[src/rtl/mem_ctrl_pkg.sv]
// mem_ctrl_pkg: shared types and constants for the byte-wide memory controller.
//   - mc_state_e : controller FSM states (idle, multi-byte read, multi-byte write)
//   - grant_e    : requester identity used for round-robin arbitration
//   - len_bytes  : normalises an LSB length code to an actual byte count
package mem_ctrl_pkg;

  localparam int unsigned LenW          = 3;
  localparam logic        AccRead       = 1'b0;
  localparam logic        AccWrite      = 1'b1;
  localparam logic [31:0] IoBaseDefault = 32'h0003_0000;

  typedef enum logic [1:0] {
    McIdle  = 2'd0,
    McRead  = 2'd1,
    McWrite = 2'd2
  } mc_state_e;

  typedef enum logic {
    GrantIf  = 1'b0,
    GrantLsb = 1'b1
  } grant_e;

  // Only 1 and 2 are honoured as-is; every other code means a full word.
  function automatic logic [LenW-1:0] len_bytes(input logic [LenW-1:0] len);
    case (len)
      3'd1:    len_bytes = 3'd1;
      3'd2:    len_bytes = 3'd2;
      default: len_bytes = 3'd4;
    endcase
  endfunction

endpackage

[src/rtl/mem_req_slot.sv]
// mem_req_slot: one-deep pending-request register (valid flag + payload).
//   clk, rst       : clock, synchronous active-high reset
//   en_i           : global enable; low holds the slot
//   flush_i        : drop the pending request (highest priority)
//   load_i         : capture load_data_i and mark the slot valid
//   consume_i      : the request has been granted; empty the slot
//   valid_o/data_o : slot contents
// A load on the same edge as a consume keeps the new request.
module mem_req_slot #(
  parameter int unsigned Width = 32
) (
  input  logic             clk,
  input  logic             rst,
  input  logic             en_i,
  input  logic             flush_i,
  input  logic             load_i,
  input  logic             consume_i,
  input  logic [Width-1:0] load_data_i,
  output logic             valid_o,
  output logic [Width-1:0] data_o
);

  logic             valid_q, valid_d;
  logic [Width-1:0] data_q, data_d;

  always_comb begin
    valid_d = valid_q;
    data_d  = data_q;
    if (flush_i) begin
      valid_d = 1'b0;
    end else if (load_i) begin
      valid_d = 1'b1;
      data_d  = load_data_i;
    end else if (consume_i) begin
      valid_d = 1'b0;
    end
  end

  always_ff @(posedge clk) begin
    if (rst) begin
      valid_q <= 1'b0;
      data_q  <= '0;
    end else if (en_i) begin
      valid_q <= valid_d;
      data_q  <= data_d;
    end
  end

  assign valid_o = valid_q;
  assign data_o  = data_q;

endmodule

[src/rtl/mem_ctrl.sv]
// mem_ctrl: sole owner of the byte-wide RAM/IO port.
//   clk, rst, rdy, clear     : clock, sync reset, global enable, pipeline flush
//   if_req/if_addr           : 4-byte fetch request; if_valid/if_data completion
//   lsb_req/lsb_is_write/lsb_addr/lsb_len/lsb_wdata : load/store request
//   lsb_valid/lsb_rdata      : load data or store ack (zero-extended)
//   mem_din/mem_dout/mem_a/mem_wr : byte RAM port, read data one cycle after address
//   io_buffer_full           : back-pressure on writes to addresses >= IO_BASE
// Each access is split into per-byte RAM cycles; read bytes are reassembled little-endian.
module mem_ctrl
  import mem_ctrl_pkg::*;
#(
  parameter int unsigned       ADDR_W  = 32,
  parameter logic [ADDR_W-1:0] IO_BASE = ADDR_W'(IoBaseDefault)
) (
  input  logic              clk,
  input  logic              rst,
  input  logic              rdy,
  input  logic              clear,
  input  logic              if_req,
  input  logic [ADDR_W-1:0] if_addr,
  output logic              if_valid,
  output logic [31:0]       if_data,
  input  logic              lsb_req,
  input  logic              lsb_is_write,
  input  logic [ADDR_W-1:0] lsb_addr,
  input  logic [LenW-1:0]   lsb_len,
  input  logic [31:0]       lsb_wdata,
  output logic              lsb_valid,
  output logic [31:0]       lsb_rdata,
  input  logic [7:0]        mem_din,
  output logic [7:0]        mem_dout,
  output logic [ADDR_W-1:0] mem_a,
  output logic              mem_wr,
  input  logic              io_buffer_full
);

  localparam int unsigned LsbPayloadW = 1 + LenW + 32 + ADDR_W;

  // Pending slots
  logic                   if_pend, lsb_pend;
  logic [ADDR_W-1:0]      if_pend_addr;
  logic [LsbPayloadW-1:0] lsb_pend_data;
  logic                   grant_if, grant_lsb;

  mem_req_slot #(.Width(ADDR_W)) u_if_slot (
    .clk         (clk),
    .rst         (rst),
    .en_i        (rdy),
    .flush_i     (clear),
    .load_i      (if_req),
    .consume_i   (grant_if),
    .load_data_i (if_addr),
    .valid_o     (if_pend),
    .data_o      (if_pend_addr)
  );

  mem_req_slot #(.Width(LsbPayloadW)) u_lsb_slot (
    .clk         (clk),
    .rst         (rst),
    .en_i        (rdy),
    .flush_i     (clear),
    .load_i      (lsb_req),
    .consume_i   (grant_lsb),
    .load_data_i ({lsb_is_write, lsb_len, lsb_wdata, lsb_addr}),
    .valid_o     (lsb_pend),
    .data_o      (lsb_pend_data)
  );

  // Controller state
  mc_state_e         state_q, state_d;
  grant_e            last_grant_q, last_grant_d;
  grant_e            cur_src_q, cur_src_d;
  logic [ADDR_W-1:0] cur_addr_q, cur_addr_d;
  logic [LenW-1:0]   cur_len_q, cur_len_d;
  logic [31:0]       cur_wdata_q, cur_wdata_d;
  // READ: index of the last edge since grant. WRITE: bytes already written.
  logic [2:0]        cnt_q, cnt_d;
  logic [31:0]       acc_q, acc_d;
  logic              suppress_q, suppress_d;
  logic [ADDR_W-1:0] mem_a_q, mem_a_d;
  logic [7:0]        mem_dout_q, mem_dout_d;
  logic              mem_wr_q, mem_wr_d;
  logic              if_valid_q, if_valid_d;
  logic [31:0]       if_data_q, if_data_d;
  logic              lsb_valid_q, lsb_valid_d;
  logic [31:0]       lsb_rdata_q, lsb_rdata_d;

  // Grant decode
  logic              g_write;
  logic [LenW-1:0]   g_len;
  logic [31:0]       g_wdata;
  logic [ADDR_W-1:0] g_addr;
  logic [1:0]        rd_idx;
  logic [ADDR_W-1:0] wr_addr;

  always_comb begin
    grant_if  = 1'b0;
    grant_lsb = 1'b0;
    // A flush drops pending requests, so nothing is granted on that edge.
    if (state_q == McIdle && !clear) begin
      if (if_pend && lsb_pend) begin
        if (last_grant_q == GrantIf) grant_lsb = 1'b1;
        else                         grant_if  = 1'b1;
      end else if (if_pend) begin
        grant_if = 1'b1;
      end else if (lsb_pend) begin
        grant_lsb = 1'b1;
      end
    end
  end

  always_comb begin
    if (grant_if) begin
      g_write = AccRead;
      g_len   = 3'd4;
      g_wdata = '0;
      g_addr  = if_pend_addr;
    end else begin
      g_write = lsb_pend_data[LsbPayloadW-1];
      g_len   = len_bytes(lsb_pend_data[LsbPayloadW-2 -: LenW]);
      g_wdata = lsb_pend_data[ADDR_W +: 32];
      g_addr  = lsb_pend_data[ADDR_W-1:0];
    end
  end

  always_comb begin
    state_d      = state_q;
    last_grant_d = last_grant_q;
    cur_src_d    = cur_src_q;
    cur_addr_d   = cur_addr_q;
    cur_len_d    = cur_len_q;
    cur_wdata_d  = cur_wdata_q;
    cnt_d        = cnt_q;
    acc_d        = acc_q;
    suppress_d   = suppress_q;
    mem_a_d      = mem_a_q;
    mem_dout_d   = mem_dout_q;
    mem_wr_d     = mem_wr_q;
    if_valid_d   = 1'b0;
    if_data_d    = if_data_q;
    lsb_valid_d  = 1'b0;
    lsb_rdata_d  = lsb_rdata_q;
    rd_idx       = 2'(cnt_q - 3'd1);
    wr_addr      = cur_addr_q + ADDR_W'(cnt_q);

    unique case (state_q)
      McIdle: begin
        mem_wr_d = 1'b0;
        if (grant_if || grant_lsb) begin
          last_grant_d = grant_if ? GrantIf : GrantLsb;
          cur_src_d    = grant_if ? GrantIf : GrantLsb;
          cur_addr_d   = g_addr;
          cur_len_d    = g_len;
          cur_wdata_d  = g_wdata;
          acc_d        = '0;
          suppress_d   = 1'b0;
          if (g_write == AccWrite) begin
            state_d = McWrite;
            if (g_addr >= IO_BASE && io_buffer_full) begin
              cnt_d = 3'd0;
            end else begin
              mem_a_d    = g_addr;
              mem_dout_d = g_wdata[7:0];
              mem_wr_d   = 1'b1;
              cnt_d      = 3'd1;
            end
          end else begin
            state_d = McRead;
            mem_a_d = g_addr;
            cnt_d   = 3'd0;
          end
        end
      end

      McRead: begin
        if (clear) begin
          state_d = McIdle;
        end else begin
          cnt_d = cnt_q + 3'd1;
          if (cnt_d < cur_len_q) mem_a_d = cur_addr_q + ADDR_W'(cnt_d);
          // RAM returns byte k one edge after its address, captured one edge later.
          if (cnt_q != 3'd0) acc_d[{rd_idx, 3'b000} +: 8] = mem_din;
          if (cnt_q == cur_len_q) begin
            state_d = McIdle;
            if (cur_src_q == GrantIf) begin
              if_valid_d = 1'b1;
              if_data_d  = acc_d;
            end else begin
              lsb_valid_d = 1'b1;
              lsb_rdata_d = acc_d;
            end
          end
        end
      end

      McWrite: begin
        // A committed store always drains; a flush only hides its ack.
        if (clear) suppress_d = 1'b1;
        if (cnt_q == cur_len_q) begin
          mem_wr_d    = 1'b0;
          state_d     = McIdle;
          lsb_valid_d = !(suppress_q || clear);
        end else if (wr_addr >= IO_BASE && io_buffer_full) begin
          mem_wr_d = 1'b0;
        end else begin
          mem_a_d    = wr_addr;
          mem_dout_d = cur_wdata_q[{cnt_q[1:0], 3'b000} +: 8];
          mem_wr_d   = 1'b1;
          cnt_d      = cnt_q + 3'd1;
        end
      end

      default: state_d = McIdle;
    endcase
  end

  always_ff @(posedge clk) begin
    if (rst) begin
      state_q      <= McIdle;
      last_grant_q <= GrantIf;
      cur_src_q    <= GrantIf;
      cur_addr_q   <= '0;
      cur_len_q    <= '0;
      cur_wdata_q  <= '0;
      cnt_q        <= '0;
      acc_q        <= '0;
      suppress_q   <= 1'b0;
      mem_a_q      <= '0;
      mem_dout_q   <= '0;
      mem_wr_q     <= 1'b0;
      if_valid_q   <= 1'b0;
      if_data_q    <= '0;
      lsb_valid_q  <= 1'b0;
      lsb_rdata_q  <= '0;
    end else if (rdy) begin
      state_q      <= state_d;
      last_grant_q <= last_grant_d;
      cur_src_q    <= cur_src_d;
      cur_addr_q   <= cur_addr_d;
      cur_len_q    <= cur_len_d;
      cur_wdata_q  <= cur_wdata_d;
      cnt_q        <= cnt_d;
      acc_q        <= acc_d;
      suppress_q   <= suppress_d;
      mem_a_q      <= mem_a_d;
      mem_dout_q   <= mem_dout_d;
      mem_wr_q     <= mem_wr_d;
      if_valid_q   <= if_valid_d;
      if_data_q    <= if_data_d;
      lsb_valid_q  <= lsb_valid_d;
      lsb_rdata_q  <= lsb_rdata_d;
    end
  end

  // Pulses are held with the rest of the state while frozen, so mask them.
  assign if_valid  = if_valid_q & rdy;
  assign lsb_valid = lsb_valid_q & rdy;
  assign if_data   = if_data_q;
  assign lsb_rdata = lsb_rdata_q;
  assign mem_a     = mem_a_q;
  assign mem_dout  = mem_dout_q;
  assign mem_wr    = mem_wr_q;

endmodule

[config.mk]
export PLATFORM = sky130hd
export DESIGN_NAME = mem_ctrl
export DESIGN_NICKNAME = d
export VERILOG_FILES = /design/src/rtl/mem_ctrl_pkg.sv /design/src/rtl/mem_req_slot.sv /design/src/rtl/mem_ctrl.sv
export SDC_FILE = /design/constraint.sdc
export NUM_CORES = 1
export LEC_CHECK = 0
export CORE_UTILIZATION = 35
export CTS_CLUSTER_DIAMETER = 200
export DETAILED_ROUTE_END_ITERATION = 10
export PLACE_DENSITY = 0.57
export SYNTH_ARGS = -nofsm -noshare
export SYNTH_HDL_FRONTEND = slang
export SYNTH_SLANG_ARGS = --single-unit
[constraint.sdc]
create_clock -name clk -period 4.5 [get_ports clk]
set_input_delay 1.125 -clock clk [delete_from_list [all_inputs] [get_ports clk]]
set_output_delay 1.125 -clock clk [all_outputs]
set_load 0.03 [all_outputs]
==> results of run 1 <==
-- metrics by stage --
step | total power, uW | instance area (um2)
2_1_floorplan | 3260 | 14500
3_3_place_gp | 3520 | 17100
3_5_place_dp | 3520 | 17100
4_1_cts | 6420 | 18300
5_1_grt | 6570 | 18300
6_report | 6340 | 18300
-- area by class of cell --
| class | count | area [um2] |
|---|---|---|
| fill | 4139 | 22600 |
| multi-input combinational | 1294 | 7520 |
| sequential | 315 | 6310 |
| timing repair buffer | 257 | 2510 |
| clock buffer | 54 | 1080 |
| tap | 532 | 666 |
| inverter | 29 | 109 |
| clock inverter | 8 | 86.3 |
-- kinds of logic after synthesis --
kind of cell | Yosys count | synth area share (%)
compound gates | 527 | 24.1
xor+xnor | 31 | 1.87
fa+ha+maj | 21 | 1.91
buf+inv | 191 | 5.20
flops | 315 | 43.4
mux | 30 | 2.75
simple gates | 685 | 20.8
-- flip-flops by register name (all words and copies together), names as in the netlist, 2 cells and up --
name and flops:
cnt_q 3, if_data 32, cur_wdata_q 32, state_q 2, cur_len_q 3, u_lsb_slot.data_o 68
acc_q 32, mem_a 32, mem_dout 8, u_if_slot.data_o 32, cur_addr_q 32, lsb_rdata 32
-- per-layer routing --
layer  part of all wire, %  track usage (%)  vias up
met3                   6.8             4.37       65
li1                      -                -     6760
met2                    43             32.7      433
met1                    48             31.6     6497
met4                   2.3             6.80        0
met5                     0                0        -
-- path summary, 6_finish.rpt --
path	startpoint	end	slack, ns	cells past startpoint
worst max register to register	cnt_q[2]	mem_a[7]	0.62	9
worst min register to register	u_if_slot.data_o[15]	u_if_slot.data_o[15]	0.45	2
worst min-delay path	u_if_slot.data_o[15]	u_if_slot.data_o[15]	0.45	2
worst max-delay path	cnt_q[2]	mem_a[7]	0.62	9
-- worst max-delay path, delay by kind of cell, from the launching register on --
kind	cells	cell delay (ns)
adders and majority gates	1	0.42
and+or+nand+nor	2	0.87
AOI/OAI and AO/OA	5	1.85
xor gates and xnor gates	1	0.21
DFF	1	0.40
-- placed cells by master (no fill, tap or decap), types with 9 or more instances in the layout --
| cell type | count |
|---|---|
| a22oi_1 | 35 |
| mux2i_1 | 22 |
| o31ai_1 | 19 |
| xnor2_1 | 14 |
| nand4_1 | 43 |
| a21oi_1 | 209 |
| xor2_1 | 17 |
| nor2_1 | 194 |
| buf_4 | 34 |
| ha_1 | 19 |
| o21ai_0 | 24 |
| a221oi_1 | 14 |
| clkdlybuf4s50_1 | 220 |
| and3_1 | 11 |
| a211oi_1 | 90 |
| a311oi_1 | 15 |
| clkbuf_16 | 36 |
| inv_1 | 28 |
| nand2_1 | 287 |
| nor3_1 | 67 |
| clkbuf_8 | 11 |
| a32oi_1 | 12 |
| nand3_1 | 25 |
| a31oi_1 | 14 |
| dfxtp_1 | 315 |
| and2_1 | 9 |
-- where the power goes --
| part | switching, uW | internal [uW] | leakage [uW] |
|---|---|---|---|
| registers | 53.2 | 2850 | 0.00255 |
| logic | 342 | 225 | 0.00284 |
| clock network | 1160 | 1710 | 0.000573 |
==> impl_metrics.py, run 1 <==
metrics = {
    "sta": {
        "worst_hold_slack_ns": 0.453,
        "relSlewSlack_pct": 32.0,
        "final.setup.tns_ns": 0,
        "fmax_ghz": 0.258,
        "period_share_pct": 86.2,
        "tightest_slew_ns": 1.02,
        "rsz0062_at_grt": "false",
        "fin_ws_ns": 0.621,
        "drv_slew": 0,
        "worst_clock_skew_ns": 0.0157,
        "min_period_ns": 3.88,
        "finalHoldViolations": 0,
        "report.final.setup_viol": 0,
    },
    "die": {
        "coreArea_um2": 40900,
        "io_pins": 222,
        "dieArea_um2": 42400,
        "initial_core_util_pct": 35.5,
        "die_w_um": 206,
        "die_h_um": 206,
        "num_rows": 74,
    },
    "synthesis": {
        "ys_warn_count": 0,
        "synth-seq-cells": 315,
        "yosys-top-cells-count": "dfxtp_1, nand2_1, a21oi_1, nor2_1, clkbuf_1",
        "ys_seq_area_share_pct": 43.4,
        "synth_fp_nets": 1936,
        "yosysUniqueCellTypes": 77,
        "synth.avg_cell_area_um2": 8.08,
        "syn_area_um2": 14500,
        "synth_top_area_share_pct": 43.4,
        "yosys-top-cells-area": "dfxtp_1, nand2_1, a21oi_1, nor2_1, a211oi_1",
        "synth_cells": 1800,
        "async_flop_share_pct": 0,
        "synth_top_cell_by_area": "dfxtp_1",
        "synth-edff-count": 0,
        "synth.most_common_cell": "dfxtp_1",
        "ys.flop_type": "dfxtp_1",
    },
    "critical_path": {
        "arrival_ns": 4.32,
        "cp.required_ns": 4.94,
        "crit_path_top_delay_cell": "nor4b_1",
        "path_max_fanout": 26,
        "end_kind": "flip-flop",
        "crit_chain": "ha_1 > a21oi_1 > a211o_1 > nor4b_1 > xor2_1 > nor4_2 > a31o_2 > o21ai_4 > o41ai_1",
        "start_kind": "flip-flop",
        "crit_type": "flip-flop to flip-flop",
        "slowest_delay_ns": 0.54,
    },
    "finish": {
        "area_delta_synth_final_pct": 25.7,
        "final_cells": 2489,
        "fin_util_pct": 44.7,
        "drive_gt1_share_pct": 6.18,
        "num-nets-final": 2068,
        "n_antenna_cell": 0,
    },
    "clock_network": {
        "ctsRootBufferMaster": "clkbuf_16",
        "post_cts_buffers": 0,
        "clk_path_buf_depth": 3,
        "cts_tree": "done",
        "clock_sinks": 315,
        "clk_latency_ns": 0.55,
        "post_cts_resized": 0,
        "cts_buffers": 35,
        "cts_max_level": 2,
        "clk_pin_slew_ns": 0.06,
        "cts_hold_buf": 0,
    },
    "grt": {
        "grt_pass1_vias": 12800,
        "antenna_found_initial": 0,
        "gr-total-overflow": 0,
        "grt_start_max_net_pins": 99,
        "grt_use_total_pct": 22.0,
        "grt_pass1_wl_um": 72900,
    },
    "drt": {
        "drt-total-wl_um": 47300,
        "firstDrtPassIters": 6,
        "wl_per_cell_um": 19.0,
        "drc": 0,
        "num_vias": 13800,
        "drtIter0Drc": 935,
        "ant_nets": 0,
        "via_per_inst": 5.53,
    },
    "place": {
        "gp_congestion": 0.959,
        "dp.cells": 2427,
        "dp_hpwl_um": 33700,
        "dp_slack_ns": 0.219,
        "io_buffers": 221,
    },
    "status": {
        "status": "finished clean",
    },
    "min_path": {
        "min_path_type": "flip-flop to flip-flop",
    },
    "flow_run": {
        "maxCapViolations": 0,
    },
    "power_and_ir_drop": {
        "ir_drop_v": 0.000203,
        "p_leak_uw": 0.00596,
        "power_density_nw_per_um2": 347,
    },
}
No activity file was read; power rests on OpenSTA's default activity.
==> run 2: changes to the inputs <==
--- a/config.mk
+++ b/config.mk
@@ -12,3 +12,4 @@
 export SYNTH_ARGS = -nofsm -noshare
 export SYNTH_HDL_FRONTEND = slang
 export SYNTH_SLANG_ARGS = --single-unit
+export TNS_END_PERCENT = 5
==> results of run 2 <==
Final layout, timing and power as in run 1 (identical DEF).
==> run 3: changes to the inputs <==
--- a/config.mk
+++ b/config.mk
@@ -6,9 +6,10 @@
 export NUM_CORES = 1
 export LEC_CHECK = 0
 export CORE_UTILIZATION = 35
+export CTS_BUF_LIST = sky130_fd_sc_hd__clkbuf_4 sky130_fd_sc_hd__clkbuf_8 sky130_fd_sc_hd__clkbuf_16
 export CTS_CLUSTER_DIAMETER = 200
 export DETAILED_ROUTE_END_ITERATION = 10
-export PLACE_DENSITY = 0.57
+export PLACE_DENSITY = 0.59
 export SYNTH_ARGS = -nofsm -noshare
 export SYNTH_HDL_FRONTEND = slang
 export SYNTH_SLANG_ARGS = --single-unit
==> constraint.sdc (replaced) <==
create_clock -name clk -period 3.13 [get_ports clk]
set_input_delay 0.7825 -clock clk [delete_from_list [all_inputs] [get_ports clk]]
set_output_delay 0.7825 -clock clk [all_outputs]
set_load 0.03 [all_outputs]
==> impl_metrics.py, run 3 (synthesis gave the netlist of run 1 again) <==
metrics = {
    "critical_path": {
        "slowest_delay_ns": 0.35,
        "crit_path_top_delay_cell": "dfxtp_2",
        "cp.required_ns": 3.54,
        "startpoint": "cnt_q[0]",
        "arrival_ns": 3.45,
        "end_kind": "flip-flop",
        "crit_type": "flip-flop to flip-flop",
        "crit_chain": "buf_6 > inv_1 > ha_1 > buf_4 > ha_1 > a21o_1 > a21o_1 > nand4_1 > buf_4 > xnor2_1 > a221oi_1 > a311o_1 > o21ai_1",
        "r2r-start": "cnt_q[0]",
        "path_max_fanout": 6,
        "start_kind": "flip-flop",
    },
    "finish": {
        "n_fill_cell": 3965,
        "final_cell_mix": "dfxtp_1, nand2_1, clkdlybuf4s50_1",
        "n_antenna_cell": 0,
        "largest_register_ffs": 68,
        "mostFrequentLayoutCell": "dfxtp_1",
        "drive_gt1_share_pct": 13.4,
        "area_delta_synth_final_pct": 35.1,
        "num-nets-final": 2194,
    },
    "clock_network": {
        "cts_buffers": 37,
        "clk_path_buf_depth": 3,
        "clk_latency_ns": 0.55,
        "ctsRootBufferMaster": "clkbuf_16",
        "clk_pin_slew_ns": 0.06,
        "cts_hold_buf": 0,
        "clock_sinks": 315,
        "cts_max_level": 2,
        "cts_tree": "done",
    },
    "place": {
        "io_buffers": 221,
        "dp_hpwl_um": 36300,
        "dp_slack_ns": -0.174,
        "gp_congestion": 0.915,
    },
    "power_and_ir_drop": {
        "power_density_nw_per_um2": 478,
        "power_frac_clock_pct": 45.7,
        "p_int_uw": 7100,
        "p_seq_share_pct": 44.2,
        "p_leak_uw": 0.00673,
        "swShare_pct": 24.4,
        "fin_total_pwr_uw": 9390,
        "pwr-share-comb_pct": 10.0,
        "ir_drop_v": 0.000265,
        "switching_power_uw": 2290,
    },
    "flow_run": {
        "maxCapViolations": 0,
    },
    "sta": {
        "fmax_ghz": 0.329,
        "worst_clock_skew_ns": 0.0334,
        "period_share_pct": 97.1,
        "relSlewSlack_pct": 46.0,
        "tightest_slew_ns": 0.804,
        "report.final.setup_viol": 0,
        "fin_ws_ns": 0.0903,
        "drv_slew": 0,
        "finalHoldViolations": 0,
        "min_period_ns": 3.04,
    },
    "die": {
        "io_pins": 222,
        "num_rows": 74,
        "die_w_um": 206,
        "die_h_um": 206,
        "coreArea_um2": 40900,
        "dieArea_um2": 42400,
        "initial_core_util_pct": 35.5,
    },
    "drt": {
        "wl_per_cell_um": 19.2,
        "firstDrtPassIters": 5,
        "num_vias": 14400,
        "drtIter0Drc": 1196,
        "ant_nets": 0,
        "drc": 0,
        "drt-total-wl_um": 50100,
        "via_per_inst": 5.50,
    },
    "min_path": {
        "min_path_type": "flip-flop to flip-flop",
        "hp-start": "cur_wdata_q[2]",
    },
    "grt": {
        "met3_usage_pct": 4.94,
        "met2_usage_pct": 34.5,
        "grt_pass1_vias": 13500,
        "antenna_found_initial": 0,
        "gr-total-overflow": 0,
        "grt_start_max_net_pins": 142,
        "gr-max-usage-layer": "met2",
        "grt_use_total_pct": 23.3,
        "grt_pass1_wl_um": 77100,
        "grt_util_met1_pct": 33.5,
    },
    "status": {
        "status": "finished clean",
    },
}
==> run 3: cell type report <==
type / instances / area (um2) / share of cell area [%]
well taps: 532 / 666 / 3.39
multi-input cells: 1296 / 7700 / 39.2
inverters: 29 / 109 / 0.554
flip-flops and latches: 315 / 6310 / 32.1
clock buffers: 54 / 1100 / 5.61
clock inverters: 7 / 105 / 0.535
repair buffers: 379 / 3650 / 18.6
==> run 3: metrics by stage <==
stage / util [%] / hold slack, ns / setup TNS (ns) / cells / area, um2
3_5_place_dp: 44.5 / 0.446 / -1.65 / 2542 / 18200
3_3_place_gp: 44.5 / 0.443 / -0.247 / 2542 / 18200
5_1_grt: 48.0 / 0.465 / -0.0397 / 2612 / 19600
6_report: 48.0 / 0.455 / 0 / 2612 / 19600
4_1_cts: 47.6 / 0.454 / 0 / 2604 / 19500
2_1_floorplan: - / 0.433 / -0.00243 / 1800 / 14500
==> run 3: power groups by stage <==
| stage | registers [uW] | logic (uW) | clock network (uW) |
|---|---|---|---|
| global route | 4160 | 1010 | 4550 |
| floorplan | 4260 | 433 | 0 |
| global placement | 4240 | 918 | 0 |
| CTS | 4150 | 928 | 4380 |
| finish | 4150 | 939 | 4290 |
| detailed placement | 4240 | 923 | 0 |
==> run 3: critical path, delay by kind of cell, from the launching register on <==
kind / cells / cell delay, ns
fa+ha+maj: 2 / 0.58
xor+xnor: 1 / 0.11
flops: 1 / 0.35
compound gates: 5 / 1.04
simple gates: 1 / 0.27
buf+inv: 4 / 0.57
==> run 3: worst paths after layout <==
check	endpoint	slack (ns)	cells past startpoint
max	mem_a[13]	0.09	13
min	cur_wdata_q[2]	0.46	2
max reg2reg	mem_a[13]	0.09	13
min reg2reg	cur_wdata_q[2]	0.46	2
==> run 3: timing repair <==
action                     CTS  global route
setup endpoints to repair   18            40
hold endpoints to repair     0             0
gates cloned                 1             1
resized for setup           11            26
buffers inserted             0             7
pin swaps                    1            20
==> run 3: metal layers <==
metal  routed length [um]  vias to the layer above  share of wire [%]
met1                23400                     6860                 47
met3                 3640                       71                7.2
li1                     -                     7003                  -
met2                21900                      437                 44
met5                    0                        -                  0
met4                 1150                        0                2.3
